<file path="src/rtl/grid_pkg.sv">
// Shared definitions for the paper-roll grid datapath: character codes,
// loader FSM states and the row-major cell index helper.
// Optional feature macro used by this slice: GRID_ROLL_COUNT_EN.
package grid_pkg;

    localparam logic [7:0] CH_ROLL  = 8'h40;  // '@'
    localparam logic [7:0] CH_EMPTY = 8'h2E;  // '.'
    localparam logic [7:0] CH_LF    = 8'h0A;
    localparam logic [7:0] CH_CR    = 8'h0D;

    typedef enum logic [1:0] {
        LOAD,
        DRAIN,
        REPORT
    } loader_state_t;

    // Row-major cell index: bit r*width + c of the occupancy grid.
    function automatic int cell_index(input int row, input int col, input int width);
        return row * width + col;
    endfunction

endpackage

</file>
<file path="src/rtl/grid_stream_loader_if.sv">
// Byte-stream input and frame output channels of the grid loader.
// The slave modport is the loader's view; master is the environment's view.
// roll_count exists only when GRID_ROLL_COUNT_EN is defined.
interface grid_stream_loader_if #(
    parameter int WIDTH = 16,
    parameter int DEPTH = 16
) ();

    localparam int ROW_W = $clog2(DEPTH + 1);
    localparam int COL_W = $clog2(WIDTH + 1);
    localparam int CNT_W = $clog2(WIDTH * DEPTH + 1);

    logic                     in_valid;
    logic                     in_ready;
    logic [7:0]               in_data;
    logic                     in_last;
    logic                     out_valid;
    logic                     out_ready;
    logic [WIDTH*DEPTH-1:0]   grid;
    logic [ROW_W-1:0]         rows;
    logic [COL_W-1:0]         cols;
    logic                     err;
`ifdef GRID_ROLL_COUNT_EN
    logic [CNT_W-1:0]         roll_count;
`endif

    modport slave (
`ifdef GRID_ROLL_COUNT_EN
        output roll_count,
`endif
        input  in_valid, in_data, in_last, out_ready,
        output in_ready, out_valid, grid, rows, cols, err
    );

    modport master (
`ifdef GRID_ROLL_COUNT_EN
        input  roll_count,
`endif
        output in_valid, in_data, in_last, out_ready,
        input  in_ready, out_valid, grid, rows, cols, err
    );

endinterface

</file>
<file path="src/rtl/grid_char_decode.sv">
// Combinational classifier for one puzzle-text byte.
module grid_char_decode
    import grid_pkg::*;
(
    input  logic [7:0] data,
    output logic       is_roll,
    output logic       is_empty,
    output logic       is_lf,
    output logic       is_cr,
    output logic       is_bad
);

    // Exactly one class flag is high for any byte.
    always_comb begin
        is_roll  = (data == CH_ROLL);
        is_empty = (data == CH_EMPTY);
        is_lf    = (data == CH_LF);
        is_cr    = (data == CH_CR);
        is_bad   = !(is_roll || is_empty || is_lf || is_cr);
    end

endmodule

</file>
<file path="src/rtl/grid_stream_loader.sv">
// Loads an ASCII puzzle frame into a row-major occupancy grid and presents
// the finished frame (grid, rows, cols, err) until downstream accepts it.
// Define GRID_ROLL_COUNT_EN to add the per-frame '@' counter output.
module grid_stream_loader
    import grid_pkg::*;
#(
    parameter int WIDTH = 16,
    parameter int DEPTH = 16
) (
    input logic                 clk,
    input logic                 rst_n,
    grid_stream_loader_if.slave bus
);

    localparam int ROW_W = $clog2(DEPTH + 1);
    localparam int COL_W = $clog2(WIDTH + 1);
    localparam int CELLS = WIDTH * DEPTH;
    localparam int IDX_W = $clog2(CELLS);
    localparam int CNT_W = $clog2(CELLS + 1);
    localparam logic [COL_W-1:0] COL_MAX = COL_W'(WIDTH);
    localparam logic [ROW_W-1:0] ROW_MAX = ROW_W'(DEPTH);

    loader_state_t    state_q, state_d;
    logic [CELLS-1:0] grid_q, grid_d;
    logic [ROW_W-1:0] row_q, row_d;
    logic [COL_W-1:0] col_q, col_d;
    logic [COL_W-1:0] cols_q, cols_d;
    logic             err_q, err_d;
    logic [CNT_W-1:0] roll_q, roll_d;
    logic             is_roll, is_empty, is_lf, is_cr, is_bad;
    logic             bad, blank_end;
    logic             in_ready, out_valid;

    grid_char_decode u_decode (
        .data     (bus.in_data),
        .is_roll  (is_roll),
        .is_empty (is_empty),
        .is_lf    (is_lf),
        .is_cr    (is_cr),
        .is_bad   (is_bad)
    );

    // Next-state and datapath update for one accepted byte or frame handshake.
    always_comb begin
        // NOTE: every value driven here gets a default first, so no path can infer a latch.
        state_d   = state_q;
        grid_d    = grid_q;
        row_d     = row_q;
        col_d     = col_q;
        cols_d    = cols_q;
        err_d     = err_q;
        roll_d    = roll_q;
        in_ready  = 1'b0;
        out_valid = 1'b0;
        bad       = 1'b0;
        blank_end = 1'b0;
        unique case (state_q)
            LOAD: begin
                in_ready = 1'b1;
                if (bus.in_valid) begin
                    if (is_roll || is_empty) begin
                        if (col_q == COL_MAX || row_q == ROW_MAX) begin
                            bad = 1'b1;
                        end else begin
                            if (is_roll) begin
                                grid_d[IDX_W'(cell_index(int'(row_q), int'(col_q), WIDTH))] = 1'b1;
                                roll_d = roll_q + 1'b1;
                            end
                            col_d = col_q + 1'b1;
                        end
                    end else if (is_lf) begin
                        if (col_q != '0) begin
                            if (row_q == '0) cols_d = col_q;
                            else if (col_q != cols_q) bad = 1'b1;
                            row_d = row_q + 1'b1;
                            col_d = '0;
                        end else if (row_q != '0) begin
                            blank_end = 1'b1;
                        end
                    end else if (is_bad) begin
                        bad = 1'b1;
                    end
                    // The final byte closes any open row with the same width rule as LF.
                    if (bus.in_last && !bad && col_d != '0) begin
                        if (row_d == '0) cols_d = col_d;
                        else if (col_d != cols_d) bad = 1'b1;
                        row_d = row_d + 1'b1;
                        col_d = '0;
                    end
                    if (bad) begin
                        err_d   = 1'b1;
                        state_d = bus.in_last ? REPORT : DRAIN;
                    end else if (bus.in_last) begin
                        state_d = REPORT;
                    end else if (blank_end) begin
                        state_d = DRAIN;
                    end
                end
            end
            DRAIN: begin
                in_ready = 1'b1;
                if (bus.in_valid && bus.in_last) state_d = REPORT;
            end
            REPORT: begin
                out_valid = 1'b1;
                if (bus.out_ready) begin
                    state_d = LOAD;
                    grid_d  = '0;
                    row_d   = '0;
                    col_d   = '0;
                    cols_d  = '0;
                    err_d   = 1'b0;
                    roll_d  = '0;
                end
            end
            default: state_d = LOAD;
        endcase
    end

    // FSM state register.
    always_ff @(posedge clk or negedge rst_n) begin
        // NOTE: sequential state uses non-blocking assignments so every flop samples pre-edge values.
        if (!rst_n) state_q <= LOAD;
        else        state_q <= state_d;
    end

    // Frame datapath registers.
    always_ff @(posedge clk or negedge rst_n) begin
        if (!rst_n) begin
            // NOTE: the grid is a flop bank, not a RAM, so it is reset with the rest of the frame
            // and a partial frame can never leak into the next report.
            grid_q <= '0;
            row_q  <= '0;
            col_q  <= '0;
            cols_q <= '0;
            err_q  <= 1'b0;
            roll_q <= '0;
        end else begin
            grid_q <= grid_d;
            row_q  <= row_d;
            col_q  <= col_d;
            cols_q <= cols_d;
            err_q  <= err_d;
            roll_q <= roll_d;
        end
    end

    assign bus.in_ready  = in_ready;
    assign bus.out_valid = out_valid;
    assign bus.grid      = grid_q;
    assign bus.rows      = row_q;
    assign bus.cols      = cols_q;
    assign bus.err       = err_q;
`ifdef GRID_ROLL_COUNT_EN
    assign bus.roll_count = roll_q;
`else
    // Counter is unused without the feature; keep it from being flagged as dead logic.
    logic unused_roll;
    assign unused_roll = ^roll_q;
`endif

endmodule

</file>
<file path="src/flat_wrapper.sv">
// flat-port wrapper written by rule: the top's interface ports become plain ports
module grid_stream_loader_flat import grid_pkg::*;
#(
    parameter int WIDTH = 16,
    parameter int DEPTH = 16
)
  (clk, rst_n, bus_in_valid, bus_in_data, bus_in_last, bus_out_ready, bus_in_ready, bus_out_valid, bus_grid, bus_rows, bus_cols, bus_err);
  grid_stream_loader_if #(.WIDTH(WIDTH), .DEPTH(DEPTH)) bus_i ();
  input logic clk;
  input logic rst_n;
  input wire logic [$bits(bus_i.in_valid)-1:0] bus_in_valid;
  input wire logic [$bits(bus_i.in_data)-1:0] bus_in_data;
  input wire logic [$bits(bus_i.in_last)-1:0] bus_in_last;
  input wire logic [$bits(bus_i.out_ready)-1:0] bus_out_ready;
  output wire logic [$bits(bus_i.in_ready)-1:0] bus_in_ready;
  output wire logic [$bits(bus_i.out_valid)-1:0] bus_out_valid;
  output wire logic [$bits(bus_i.grid)-1:0] bus_grid;
  output wire logic [$bits(bus_i.rows)-1:0] bus_rows;
  output wire logic [$bits(bus_i.cols)-1:0] bus_cols;
  output wire logic [$bits(bus_i.err)-1:0] bus_err;
  assign bus_i.in_valid = bus_in_valid;
  assign bus_i.in_data = bus_in_data;
  assign bus_i.in_last = bus_in_last;
  assign bus_i.out_ready = bus_out_ready;
  assign bus_in_ready = bus_i.in_ready;
  assign bus_out_valid = bus_i.out_valid;
  assign bus_grid = bus_i.grid;
  assign bus_rows = bus_i.rows;
  assign bus_cols = bus_i.cols;
  assign bus_err = bus_i.err;
  grid_stream_loader #(.WIDTH(WIDTH), .DEPTH(DEPTH)) u_core (.clk(clk), .rst_n(rst_n), .bus(bus_i));
endmodule
</file>
<file path="config.mk">
export PLATFORM = sky130hd
export DESIGN_NAME = grid_stream_loader_flat
export DESIGN_NICKNAME = d
export VERILOG_FILES = /design/src/rtl/grid_pkg.sv /design/src/rtl/grid_stream_loader_if.sv /design/src/rtl/grid_char_decode.sv /design/src/rtl/grid_stream_loader.sv /design/src/flat_wrapper.sv
export SDC_FILE = /design/constraint.sdc
export NUM_CORES = 1
export LEC_CHECK = 0
export CAP_MARGIN = 40
export CORE_MARGIN = 3
export CORE_UTILIZATION = 41
export CTS_CLUSTER_DIAMETER = 150
export DETAILED_ROUTE_END_ITERATION = 8
export PLACE_DENSITY = 0.66
export SKIP_CTS_REPAIR_TIMING = 1
export SYNTH_ARGS = -nofsm -noshare
export SYNTH_HDL_FRONTEND = slang
export SYNTH_SLANG_ARGS = --single-unit
</file>
<file path="constraint.sdc">
create_clock -name clk -period 3.56 [get_ports clk]
set_input_delay 0.356 -clock clk [delete_from_list [all_inputs] [get_ports clk]]
set_output_delay 0.356 -clock clk [all_outputs]
set_load 0.03 [all_outputs]
</file>
# == Word-level counts from Yosys, hierarchy flattened ==
# Cells that the tools add are included.
# word_totals
register_bits,274
elab_cells,122
output_inout_bits,269
# op_classes
n_reduce_logical,21
n_eq_ne,18
bitwise_logic,1
mux,70
n_lt_le_gt_ge,2
add_sub_neg,4
# ops
operator,n
256-bit 2-to-1 mux,5
256-bit case mux with 2 select lines,1
256-bit OR,1
5-bit 2-to-1 mux,25
5-bit case mux with 2 select lines,3
1-bit 2-to-1 mux,26
"8-bit by 4-bit == test with 1-bit output, second input constant",2
"5-bit by 1-bit adder with 5-bit output, second input constant",3
5-bit nonzero test,3
2-bit 2-to-1 mux,7
"5-bit == test, second input constant",2
5-bit zero test,2
"8-bit by 10-bit < comparator with 1-bit output, second input constant",1
5-bit inequality test,2
8-bit by 5-bit adder with 8-bit output,1
1-bit demux with 8-bit select,1
"8-bit by 6-bit == test with 1-bit output, second input constant",1
"8-bit by 7-bit == test with 1-bit output, second input constant",1
"8-bit by 1-bit greater-or-equal comparator with 1-bit output, second input constant",1
"2-bit by 1-bit inequality test with 1-bit output, second input constant",4
4-bit AND reduction,2
"2-bit inequality test, second input constant",3
2-bit case mux with 3 select lines,1
6-bit AND reduction,1
11 further kinds,17

# == Longest topological paths before layout ==
# Gate-level depths: netlist (run 1).
# depth
ltp_word,18
mapped_depth,15
ltp_nobuf,13

# == By module ==
# From an unflattened synthesis (run 1), not the netlist that was laid out.
# unflattened
cells_unflattened,942
hier_area_um2,10639.0
# by_module_without_submodules
module,instances,area_each_um2,seq_area_each_um2,cells_each
grid_stream_loader,1,10541.4,6856.6,929
grid_char_decode,1,97.6,0.0,13

# == Worst setup path before layout (run 1) ==
# No wires, ideal clock.
# synth_timing
kind,register to register
start,"reg u_core.row_q[0], in the netlist u_core.bus.rows[0]"
end,"reg u_core.row_q[2], in the netlist u_core.bus.rows[2]"
stages_incl_launch_ff,11
arrival_ps,2828
synth_period_minus_slack_ps,2959
path_buffers,1
required_ps,3429
setup_time_ps,131
slack_ps,601
cell_sequence,dfrtp_1 > clkbuf_1 > inv_1 > ha_1 > a32o_1 > a21o_1 > mux2i_1 > a2111o_2 > o21ai_4 > nor4_1 > or3_1
# synth_via
elab_chain_len,13
# synth_rtl
element,line_no,text
from (decl),grid_stream_loader.sv:25,"logic [ROW_W-1:0] row_q, row_d;"
from (signal assigned),grid_stream_loader.sv:140,row_q <= row_d;
branches (longest 10 deep; another with 5-bit by 1-bit adder with 5-bit output),-,
5-bit 2-to-1 mux *,grid_stream_loader.sv:84,if (bus.in_last && !bad && col_d != '0) begin
5-bit 2-to-1 mux *,grid_stream_loader.sv:60,if (bus.in_valid) begin
5-bit case mux with 2 select lines *,grid_stream_loader.sv:57,unique case (state_q)
# Every way passes the cells marked *. The select of a mux whose other input is x is not followed.
# A chain may end at the register's enable or synchronous reset.

# == Worst setup path after layout (run 1) ==
# layout_timing
start,reg u_core.col_q[0]
end,"reg u_core.row_q[2], in the netlist u_core.bus.rows[2]"
# layout_via
elab_chain_len,14
# layout_rtl
element,line_no,text
from (decl),grid_stream_loader.sv:26,"logic [COL_W-1:0] col_q, col_d;"
from (signal assigned),grid_stream_loader.sv:141,col_q <= col_d;
branches (longest 11 deep; another with 5-bit by 1-bit adder with 5-bit output),-,
5-bit 2-to-1 mux *,grid_stream_loader.sv:84,
5-bit 2-to-1 mux *,grid_stream_loader.sv:60,
5-bit case mux with 2 select lines *,grid_stream_loader.sv:57,
# Marked as above.

==> summary.txt, run 1 <==
Floorplan
  – Die area: 27,900 sq um
  – Boundary Pins: 282
  – Core Box Area: 25,300 sq um
  – Die Y: 167 um
  – Die W: 167 um
  – Row count: 58
  – Initial Utilization: 0.420

Synthesis
  – Register area share after synthesis: 0.645
  – Mapped Cells: 959
  – Ys Warns: 0
  – Count leader, synth: dfrtp_1
  – Number of synthesized register bits: 274
  – Largest area contributor in the netlist: dfrtp_1
  – Top-area cell type share of the netlist area: 0.645
  – Async set-or-reset flop fraction in the synthesized netlist: 1.00
  – Area contributors post-synth: dfrtp_1 64%, and2_1 7.7%, a21oi_1 6.7%
  – Mean Syn Cell Area: 11.1 sq um
  – EDFF count, synth: 0
  – Top FF cell, synth: dfrtp_1
  – Synth cell types: 70
  – Cell Area, Synth: 10,600 sq um
  – Syn Nets: 982
  – Synth top cells by count: 274 x dfrtp_1, 160 x nor2_1, 142 x a21oi_1

Clock network
  – CTS H-Tree Depth: 1
  – Clock transition at path regs: 0.06 ns
  – Clk_lat worst skew: 0.55 ns
  – CTS sink count: 274
  – Root Driver: clkbuf_16
  – CTS max path bufs: 3
  – TritonCTS buffer count: 29
  – Clock tree from TritonCTS: done

GRT
  – Tot GR Track Use: 0.219
  – First-pass GRT wire length: 49.4 mm
  – Grt total ovfl: 0
  – Pin count of the biggest net entering global routing: 95
  – Antenna violations before repair: 0
  – Vias in the first global route: 8,602

Placement
  – Port bufs: 281
  – Setup Slack @ Placement: 0.468 ns
  – HPWL after DPL: 21.1 mm
  – GPL Wtd Cong: 0.963
  – Placed cell areas: 14,100 sq um

Setup path
  – Reg-to-reg endpoint: u_core.bus.rows[2]
  – CP endpoint kind: register
  – CP Class: register to register
  – CP max-delay cell: dfrtp_1
  – Reg-to-reg startpoint: u_core.col_q[0]
  – WP data arrival: 3.54 ns
  – CP max FO: 12
  – CP max stage delay: 0.56 ns
  – R2R Setup Slk: 0.44 ns
  – Crit-path cells: inv_1 > ha_1 > nor3b_2 > a32o_1 > a21o_1 > mux2i_1 > a2111o_2 > o21ai_4 > nor4_1 > or3_1
  – Worst Path Required: 3.98 ns
  – Worst Setup Start Kind: register
  – R2R cell count: 10

Detailed routing
  – DRT antenna net count: 0
  – 1st-pass router iterations: 5
  – Wirelength, routed: 30.7 mm
  – 1st-iter DRT viols: 694
  – DR vias: 8,194
  – # DRC: 0
  – Via density: 5.07
  – DR WL/cell: 19.0 um

Layout
  – Syn-to-layout area delta: 40.5%
  – Nets: 1,290
  – Fraction of layout cells with a size suffix above 1: 0.0871
  – Diodes inserted: 0
  – Design Area, Final: 14,900 sq um

Power and ir drop
  – Internal Power: 4.83 mW
  – Sw Ratio: 0.242
  – Cell Pwr Density: 427 nW/um^2
  – Clk pwr share: 0.433
  – Combinational Power Share: 0.072
  – Reg power frac: 0.495
  – Pleak: 7.04 nW
  – Worst IR drop on VDD: 0.350 mV
  – Sw Pwr: 1.54 mW

Timing
  – Final Skew: 0.0113 ns
  – Fin crit share: 0.878
  – Tightest Pin Transition: 0.692 ns
  – Minimum clock period: 3.12 ns
  – Normalized max-slew margin: 0.539
  – Achievable clock frequency: 320 MHz
  – Final WS setup: 0.436 ns
  – Setup-failing EPs final: 0
  – RSZ-0062 raised after global routing: no
  – Setup TNS Final: 0 ns
  – Final Max Tran Viols: 0
  – Hold Fails Final Rpt: 0

Min path
  – Hold WC Path Type: input port to async pin

Outcome
  – Status: complete, no violations

Flow run
  – Max-cap violations: 0
==> placed cells by master (no fill, tap or decap), types with 4 or more instances in the layout <==
cell type and instances:
dfrtp_1 274, clkinv_2 6, clkbuf_16 29, and2_1 130, nor3_1 15, xnor2_1 7
nand2b_1 5, clkdlybuf4s50_1 280, ha_1 10, nand3_1 13, mux2i_1 10, nor2_1 160
a21oi_1 142, o21ai_0 7, inv_1 12, o31ai_1 5, o21ai_1 6, nand4_1 5
nand2_1 27, and3_1 5, buf_4 43, clkbuf_1 10, o211ai_1 4, o21a_1 4
==> worst max-delay path, delay by kind of cell, from the launching register on <==
| kind | cells | cell delay [ns] |
|---|---|---|
| AOI/OAI and AO/OA | 4 | 1.30 |
| adders and majority gates | 1 | 0.26 |
| buffers and inverters | 1 | 0.15 |
| DFF | 1 | 0.56 |
| muxes | 1 | 0.13 |
| and+or+nand+nor | 3 | 0.60 |
==> layout make-up <==
class	count	area (sq um)
Timing Repair Buffer	329	3240
Sequential cell	274	6860
Clock buffer	42	805
Tap cell	330	413
Clock inverter	8	58.8
Fill cell	2093	10400
Inverter	14	52.6
Multi-Input combinational cell	619	3520
==> routing by layer <==
layer | GRT usage | routed length [um]
met5 | 0 | 0
met4 | 0.0567 | 818
met3 | 0.0762 | 2830
met2 | 0.344 | 13900
met1 | 0.292 | 13100
==> logic make-up (layout without fill, tap and decap cells) <==
group	Yosys count	count (layout)	synth area share
flip-flops	274	274	0.645
AO/OA/AOI/OAI	204	204	0.114
buffers and inverters	66	393	0.0260
adder cells (fa/ha/maj)	10	10	0.0118
AND/OR/NAND/NOR	386	386	0.187
multiplexers	11	11	0.0105
XOR/XNOR	8	8	0.00659
==> state kept, by name (all words and copies together), names as in the netlist <==
name and cells:
u_core.bus.cols 5, u_core.state_q 2, u_core.bus.rows 5, u_core.col_q 5
u_core.bus.err 1, u_core.bus.grid 256
==> stage by stage <==
stage          std cells  hold WS [ns]  total power, mW  utilization
2_1_floorplan        959        0.0604             3.46            -
3_5_place_dp        1565         0.425             3.67        0.555
6_report            1616         0.411             6.37        0.590
4_1_cts             1615        -0.163             6.46        0.590
3_3_place_gp        1563         0.428             3.66        0.554
5_1_grt             1616         0.472             6.63        0.590
==> worst max path at each step <==
stage                               endpoint  slack (ns)          startpoint  cells after the start
after floorplan           u_core.bus.rows[2]        0.60  u_core.bus.rows[0]                     10
after global placement    u_core.bus.rows[2]        0.52      bus_in_data[4]                      9
after detailed placement  u_core.bus.rows[2]        0.47      bus_in_data[0]                     10
after CTS                 u_core.bus.rows[2]        0.47     u_core.col_q[0]                     10
after global routing      u_core.bus.rows[2]        0.25     u_core.col_q[0]                     11
final                     u_core.bus.rows[2]        0.44     u_core.col_q[0]                     10
==> power groups by stage <==
stage               logic [mW]  clock network [mW]  registers [mW]
CTS                      0.461                2.84            3.16
finish                   0.456                2.76            3.16
detailed placement       0.459                   0            3.21
global placement         0.447                   0            3.21
floorplan                0.246                   0            3.21
global route             0.504                2.97            3.16
Note: power is estimated with default switching activity, not from simulation.
==> inputs of run 2 (changes only) <==
- GPL_TIMING_DRIVEN: not set -> 0
==> run 2 against run 1 <==
  * First-iteration DRC count decreased by 24%
  * Largest cell class unchanged
  * Count of clock-buffer cells in the layout increased by 2
  * Hold slack got worse by 0.056 ns
  * Maximum frequency decreased by 8.4%
==> summary.txt, run 2 (synthesis gave the netlist of run 1 again) <==
Outcome
  – Status: complete, no violations

Floorplan
  – Die W: 167 um (unchanged)
  – Initial Utilization: 0.420 (unchanged)
  – Die Y: 167 um (unchanged)
  – Row count: 58 (unchanged)
  – Core Box Area: 25,300 sq um (unchanged)
  – Boundary Pins: 282 (unchanged)
  – Die area: 27,900 sq um (unchanged)

Timing
  – Final Skew: 0.0115 ns (+0.000140 ns)
  – RSZ-0062 raised after global routing: yes
  – Setup-failing EPs final: 0 (unchanged)
  – Achievable clock frequency: 293 MHz (-8.4%)
  – Fin crit share: 0.957 (+0.0800)
  – Normalized max-slew margin: 0.397 (-0.142)
  – Final Max Tran Viols: 0 (unchanged)
  – Hold Fails Final Rpt: 0 (unchanged)
  – Tightest Pin Transition: 0.902 ns (+0.210 ns)
  – Setup TNS Final: 0 ns (unchanged)
  – Minimum clock period: 3.41 ns (+0.285 ns)

Setup path
  – R2R cell count: 10 (unchanged)
  – CP Class: register to register
  – Worst Path Required: 4.03 ns (+0.05 ns)
  – Worst Setup Start Kind: register
  – Reg-to-reg startpoint: u_core.col_q[1]
  – WP data arrival: 3.88 ns (+0.34 ns)
  – R2R Setup Slk: 0.15 ns (-0.28 ns)
  – Crit path to: u_core.bus.grid[105]
  – CP max FO: 9 (-3)
  – CP startpoint: u_core.col_q[1]
  – Reg-to-reg endpoint: u_core.bus.grid[105]
  – CP endpoint kind: register

Detailed routing
  – DR vias: 8,280 (+1.0%)
  – 1st-iter DRT viols: 526 (-24%)
  – Via density: 5.07 (about the same)
  – Wirelength, routed: 31.3 mm (+2.0%)
  – # DRC: 0 (unchanged)
  – 1st-pass router iterations: 5 (unchanged)
  – DRT antenna net count: 0 (unchanged)
  – DR WL/cell: 19.2 um (+1.0%)

Clock network
  – Root Driver: clkbuf_16
  – CTS max path bufs: 3 (unchanged)
  – CTS sink count: 274 (unchanged)
  – Clock transition at path regs: 0.06 ns (about the same)
  – Clock tree from TritonCTS: done
  – Clk_lat worst skew: 0.55 ns (about the same)
  – CTS H-Tree Depth: 1 (unchanged)
  – TritonCTS buffer count: 29 (unchanged)

Power and ir drop
  – Reg power frac: 0.474 (-0.021)
  – Sw Ratio: 0.238 (-0.00365)
  – Combinational Power Share: 0.068 (-0.004)
  – Sw Pwr: 1.59 mW (+2.9%)
  – Cell Pwr Density: 446 nW/um^2 (+4.4%)
  – Worst IR drop on VDD: 0.344 mV (-1.7%)
  – Clk pwr share: 0.458 (+0.025)
  – Pleak: 6.97 nW (-0.98%)
  – Internal Power: 5.08 mW (+5.0%)

Min path
  – Hold WC Path Type: input port to async pin

Layout
  – Fraction of layout cells with a size suffix above 1: 0.0645 (-0.0226)
  – Fillers: 2,118 (+1.2%)
  – Diodes inserted: 0 (unchanged)
  – Commonest non-fill, non-tap cell in the layout: clkdlybuf4s50_1
  – Reg area: 6860 sq um (unchanged)
  – Most frequent cells in the layout: 280 x clkdlybuf4s50_1, 274 x dfrtp_1, 158 x nor2_1
  – Core Util, Final: 0.590 (about the same)
  – Nets: 1,303 (+1.0%)
  – Max reg flops: 256 (unchanged)
  – Multi-input logic area: 3510 sq um (-0.28%)
  – Syn-to-layout area delta: 40.6% (about the same)

GRT
  – Vias in the first global route: 8,468 (-1.6%)
  – First-pass GRT wire length: 49.9 mm (+0.99%)
  – Pin count of the biggest net entering global routing: 104 (+9.5%)
  – Tot GR Track Use: 0.222 (+0.00384)
  – Antenna violations before repair: 0 (unchanged)
  – Grt total ovfl: 0 (unchanged)

Placement
  – GPL Wtd Cong: 0.857 (-11%)
  – Port bufs: 281 (unchanged)
  – HPWL after DPL: 22.4 mm (+5.8%)

Flow run
  – Max-cap violations: 0 (unchanged)
==> run 2: cell count changes in the layout (fill, tap and decap cells not counted), moves of 2 or more <==
cell / delta
buf_12: -3
buf_2: +5
buf_4: -38
buf_6: +3
bufinv_16: +2
clkbuf_1: +42
clkbuf_8: +5
nor2_1: -2
nor2_2: +2
nor3_1: +2
nor3_2: -2
==> run 2: per-stage QoR <==
stage | instance area, sq um | worst slack, ns | std cells | total power [mW] | hold slack [ns]
3_5_place_dp | 14000 | -0.0454 | 1579 | 3.67 | 0.357
3_3_place_gp | 13900 | -9.58 | 1570 | 3.66 | 0.467
5_1_grt | 15000 | -0.00411 | 1632 | 6.93 | 0.380
2_1_floorplan | 10600 | 0.601 | 959 | 3.46 | 0.0604
4_1_cts | 14900 | 0.115 | 1632 | 6.74 | -0.233
6_report | 15000 | 0.151 | 1632 | 6.66 | 0.355
==> run 2: worst min-delay path by stage <==
stage	to	slack, ns	depth (start not counted)
after floorplan	u_core.bus.cols[0]	0.06	0
after global placement	u_core.bus.grid[200]	0.47	1
after detailed placement	u_core.bus.grid[179]	0.36	1
after CTS	u_core.bus.grid[179]	-0.23	1
after global routing	u_core.bus.grid[179]	0.38	2
final	u_core.bus.grid[179]	0.35	2
==> run 2: critical path, cell delays in order, from the launching register on <==
cell and delay, ns:
dfrtp_1 0.37, clkbuf_1 0.35, inv_1 0.15, ha_1 0.26, nor3b_2 0.18, a32o_1 0.26, nor3_1 0.46, nand2_1 0.23
nor2_1 0.74, a21oi_1 0.20, nor2_1 0.12
==> run 2: layer usage <==
layer / wire, um / global-route usage / vias up
met4: 796 / 0.0560 / 0
li1: - / - / 3865
met3: 2820 / 0.0781 / 51
met2: 14100 / 0.352 / 277
met5: 0 / 0 / -
met1: 13500 / 0.296 / 4087
==> run 2: cell type report <==
| type | instances | share of cell area |
|---|---|---|
| tap | 330 | 0.0276 |
| buffer | 51 | 0.0147 |
| clock buffer | 44 | 0.0576 |
| multi-input combinational | 619 | 0.235 |
| clock inverter | 9 | 0.00761 |
| sequential | 274 | 0.459 |
| inverter | 14 | 0.00351 |
| timing repair buffer | 291 | 0.196 |
==> run 2: power groups by stage <==
stage	sequential (mW)	combinational [mW]	clock (mW)
floorplan	3.21	0.246	0
detailed placement	3.20	0.467	0
CTS	3.15	0.469	3.13
finish	3.16	0.453	3.05
global route	3.16	0.508	3.26
global placement	3.21	0.454	0
==> inputs of run 3 (changes only) <==
- SLEW_MARGIN: not set -> 20
==> run 3 against run 2 <==
  * Setup slack improved by 0.049 ns
  * Register-to-register slack improved by 0.05 ns
  * Hold slack better by 0.020 ns
  * Via count rose by 0.74%
  * Sequential share of layout area fell by 0.18 points
  * Design area rose by 0.39%
  * Combinational power is 3% higher
  * Clock power rose by 3%
  * First-iteration DRC count grew 23%
  * Final cell count up 0.18%
==> summary.txt, run 3 (synthesis gave the netlist of run 1 again) <==
Power and ir drop
  – Clk pwr share: 0.465 (+0.007)
  – Reg power frac: 0.466 (-0.008)
  – Internal Power: 5.18 mW (+2.1%)
  – Sw Pwr: 1.58 mW (-0.61%)
  – Cell Pwr Density: 450 nW/um^2 (+1.0%)
  – Combinational Power Share: 0.069 (about the same)
  – Worst IR drop on VDD: 0.364 mV (+6.1%)
  – Pleak: 7.01 nW (+0.56%)
  – Sw Ratio: 0.233 (-0.00476)

Timing
  – Setup-failing EPs final: 0 (unchanged)
  – Minimum clock period: 3.36 ns (-0.0489 ns)
  – Normalized max-slew margin: 0.428 (+0.0310)
  – Achievable clock frequency: 298 MHz (+1.5%)
  – Final WS setup: 0.200 ns (+0.0489 ns)
  – Hold Fails Final Rpt: 0 (unchanged)
  – Tightest Pin Transition: 0.855 ns (-0.0463 ns)
  – Final Skew: 0.0122 ns (+0.000703 ns)
  – Final Max Tran Viols: 0 (unchanged)
  – Worst Hold Slack: 0.375 ns (+0.0205 ns)
  – Fin crit share: 0.944 (-0.0137)
  – RSZ-0062 raised after global routing: no

Floorplan
  – Die area: 27,900 sq um (unchanged)
  – Boundary Pins: 282 (unchanged)
  – Die Y: 167 um (unchanged)
  – Initial Utilization: 0.420 (unchanged)
  – Core Box Area: 25,300 sq um (unchanged)
  – Row count: 58 (unchanged)
  – Die W: 167 um (unchanged)

GRT
  – Met1 usage: 0.301 (+0.00492)
  – Grt total ovfl: 0 (unchanged)
  – Antenna violations before repair: 0 (unchanged)
  – GRT Max-Usage Layer: met2
  – GR Layer Usage met2: 0.346 (-0.00548)
  – Pin count of the biggest net entering global routing: 101 (-2.9%)
  – Tot GR Track Use: 0.223 (+0.000907)
  – Vias in the first global route: 8,472 (+0.047%)
  – First-pass GRT wire length: 50.2 mm (+0.58%)
  – Global routing usage on met3: 0.0774 (-0.000712)

Layout
  – Fraction of layout cells with a size suffix above 1: 0.0667 (+0.00215)
  – Max reg flops: 256 (unchanged)
  – Final cell count without fillers: 1,635 (+0.18%)
  – Design Area, Final: 15,000 sq um (+0.39%)
  – Diodes inserted: 0 (unchanged)
  – Nets: 1,307 (+0.31%)
  – Most frequent cells in the layout: 280 x clkdlybuf4s50_1, 274 x dfrtp_1, 160 x nor2_1
  – Syn-to-layout area delta: 41.1%
  – Commonest non-fill, non-tap cell in the layout: clkdlybuf4s50_1

Setup path
  – CP endpoint kind: register
  – CP max FO: 9 (unchanged)
  – CP Class: register to register
  – Worst Path Required: 3.98 ns (-0.05 ns)
  – Crit-path cells: clkbuf_1 > inv_1 > ha_1 > nor3b_2 > a32o_1 > a21oi_2 > a21boi_0 > o21a_2 > o21ai_4 > nor4_1 > or3_1
  – CP bufs+invs: 2 (unchanged)
  – CP max-delay cell: a21oi_2
  – Worst Setup Start Kind: register
  – CP max stage delay: 0.40 ns (-0.34 ns)
  – WP data arrival: 3.78 ns (-0.10 ns)
  – CP top delay family: compound AO/OA/AOI/OAI gates

Placement
  – Placed cells: 1,577 (-0.13%)
  – Placed cell areas: 14,000 sq um (about the same)
  – GPL Wtd Cong: 0.857 (unchanged)
  – Port bufs: 281 (unchanged)
  – Setup Slack @ Placement: -0.0276 ns (+0.0178 ns)
  – HPWL after DPL: 22.3 mm (-0.23%)

Clock network
  – Clock transition at path regs: 0.06 ns (about the same)
  – CTS sink count: 274 (unchanged)
  – Clock tree from TritonCTS: done
  – CTS H-Tree Depth: 1 (unchanged)
  – CTS max path bufs: 3 (unchanged)
  – TritonCTS buffer count: 29 (unchanged)
  – Clk_lat worst skew: 0.55 ns (about the same)
  – Root Driver: clkbuf_16

Min path
  – Hold WC Path Type: input port to async pin

Detailed routing
  – DR WL/cell: 19.2 um (+0.16%)
  – 1st-pass router iterations: 5 (unchanged)
  – Wirelength, routed: 31.4 mm (+0.35%)
  – # DRC: 0 (unchanged)
  – Via density: 5.10 (+0.55%)
  – DRT antenna net count: 0 (unchanged)
  – DR vias: 8,341 (+0.74%)
  – 1st-iter DRT viols: 646 (+23%)

Flow run
  – Max-cap violations: 0 (unchanged)

Outcome
  – Status: complete, no violations
==> run 3: path summary, 6_finish.rpt <==
check                                            end  cells past startpoint  slack (ns)            startpoint
worst max-delay path              u_core.bus.rows[2]                     11        0.20       u_core.col_q[1]
min in group clk                   u_core.state_q[1]                      3        0.45          bus_in_valid
worst min register to register  u_core.bus.grid[253]                      1        0.48  u_core.bus.grid[253]
worst min-delay path            u_core.bus.grid[179]                      2        0.38                 rst_n
max in group asynchronous       u_core.bus.grid[253]                      3        2.28                 rst_n
worst max register to register    u_core.bus.rows[2]                     11        0.20       u_core.col_q[1]
==> run 3: routing by layer <==
metal,vias up,wire [um]
met5,-,0
met4,0,946
met3,58,2940
met2,319,14300
met1,4093,13300
li1,3871,-
==> run 3: worst register-to-register path, delay by kind of cell, from the launching register on <==
family | cells | cell delay (ns)
compound gates | 5 | 1.48
fa+ha+maj | 1 | 0.27
buf+inv | 2 | 0.51
flops | 1 | 0.37
simple gates | 3 | 0.60
==> run 3: layout make-up <==
cell class | instances | area [sq um]
multi-input combinational | 619 | 3510
tap | 330 | 413
inverter | 14 | 52.6
clock inverter | 10 | 169
fill | 2127 | 10300
clock buffer | 42 | 835
buffer | 52 | 225
timing repair buffer | 294 | 2950
sequential | 274 | 6860
==> run 3: power groups by stage <==
stage               clock [mW]  combinational, mW  sequential (mW)
finish                    3.14              0.467             3.15
global route              3.35              0.525             3.15
CTS                       3.21              0.470             3.15
detailed placement           0              0.468             3.20
global placement             0              0.454             3.21
floorplan                    0              0.246             3.21
==> run 3: through the flow <==
step | total power, mW | setup TNS, ns | util
global placement | 3.66 | -2625.51 | 0.547
finish | 6.76 | 0 | 0.593
CTS | 6.83 | 0 | 0.591
global route | 7.02 | 0 | 0.593
floorplan | 3.46 | 0 | -
detailed placement | 3.67 | -0.0938 | 0.551
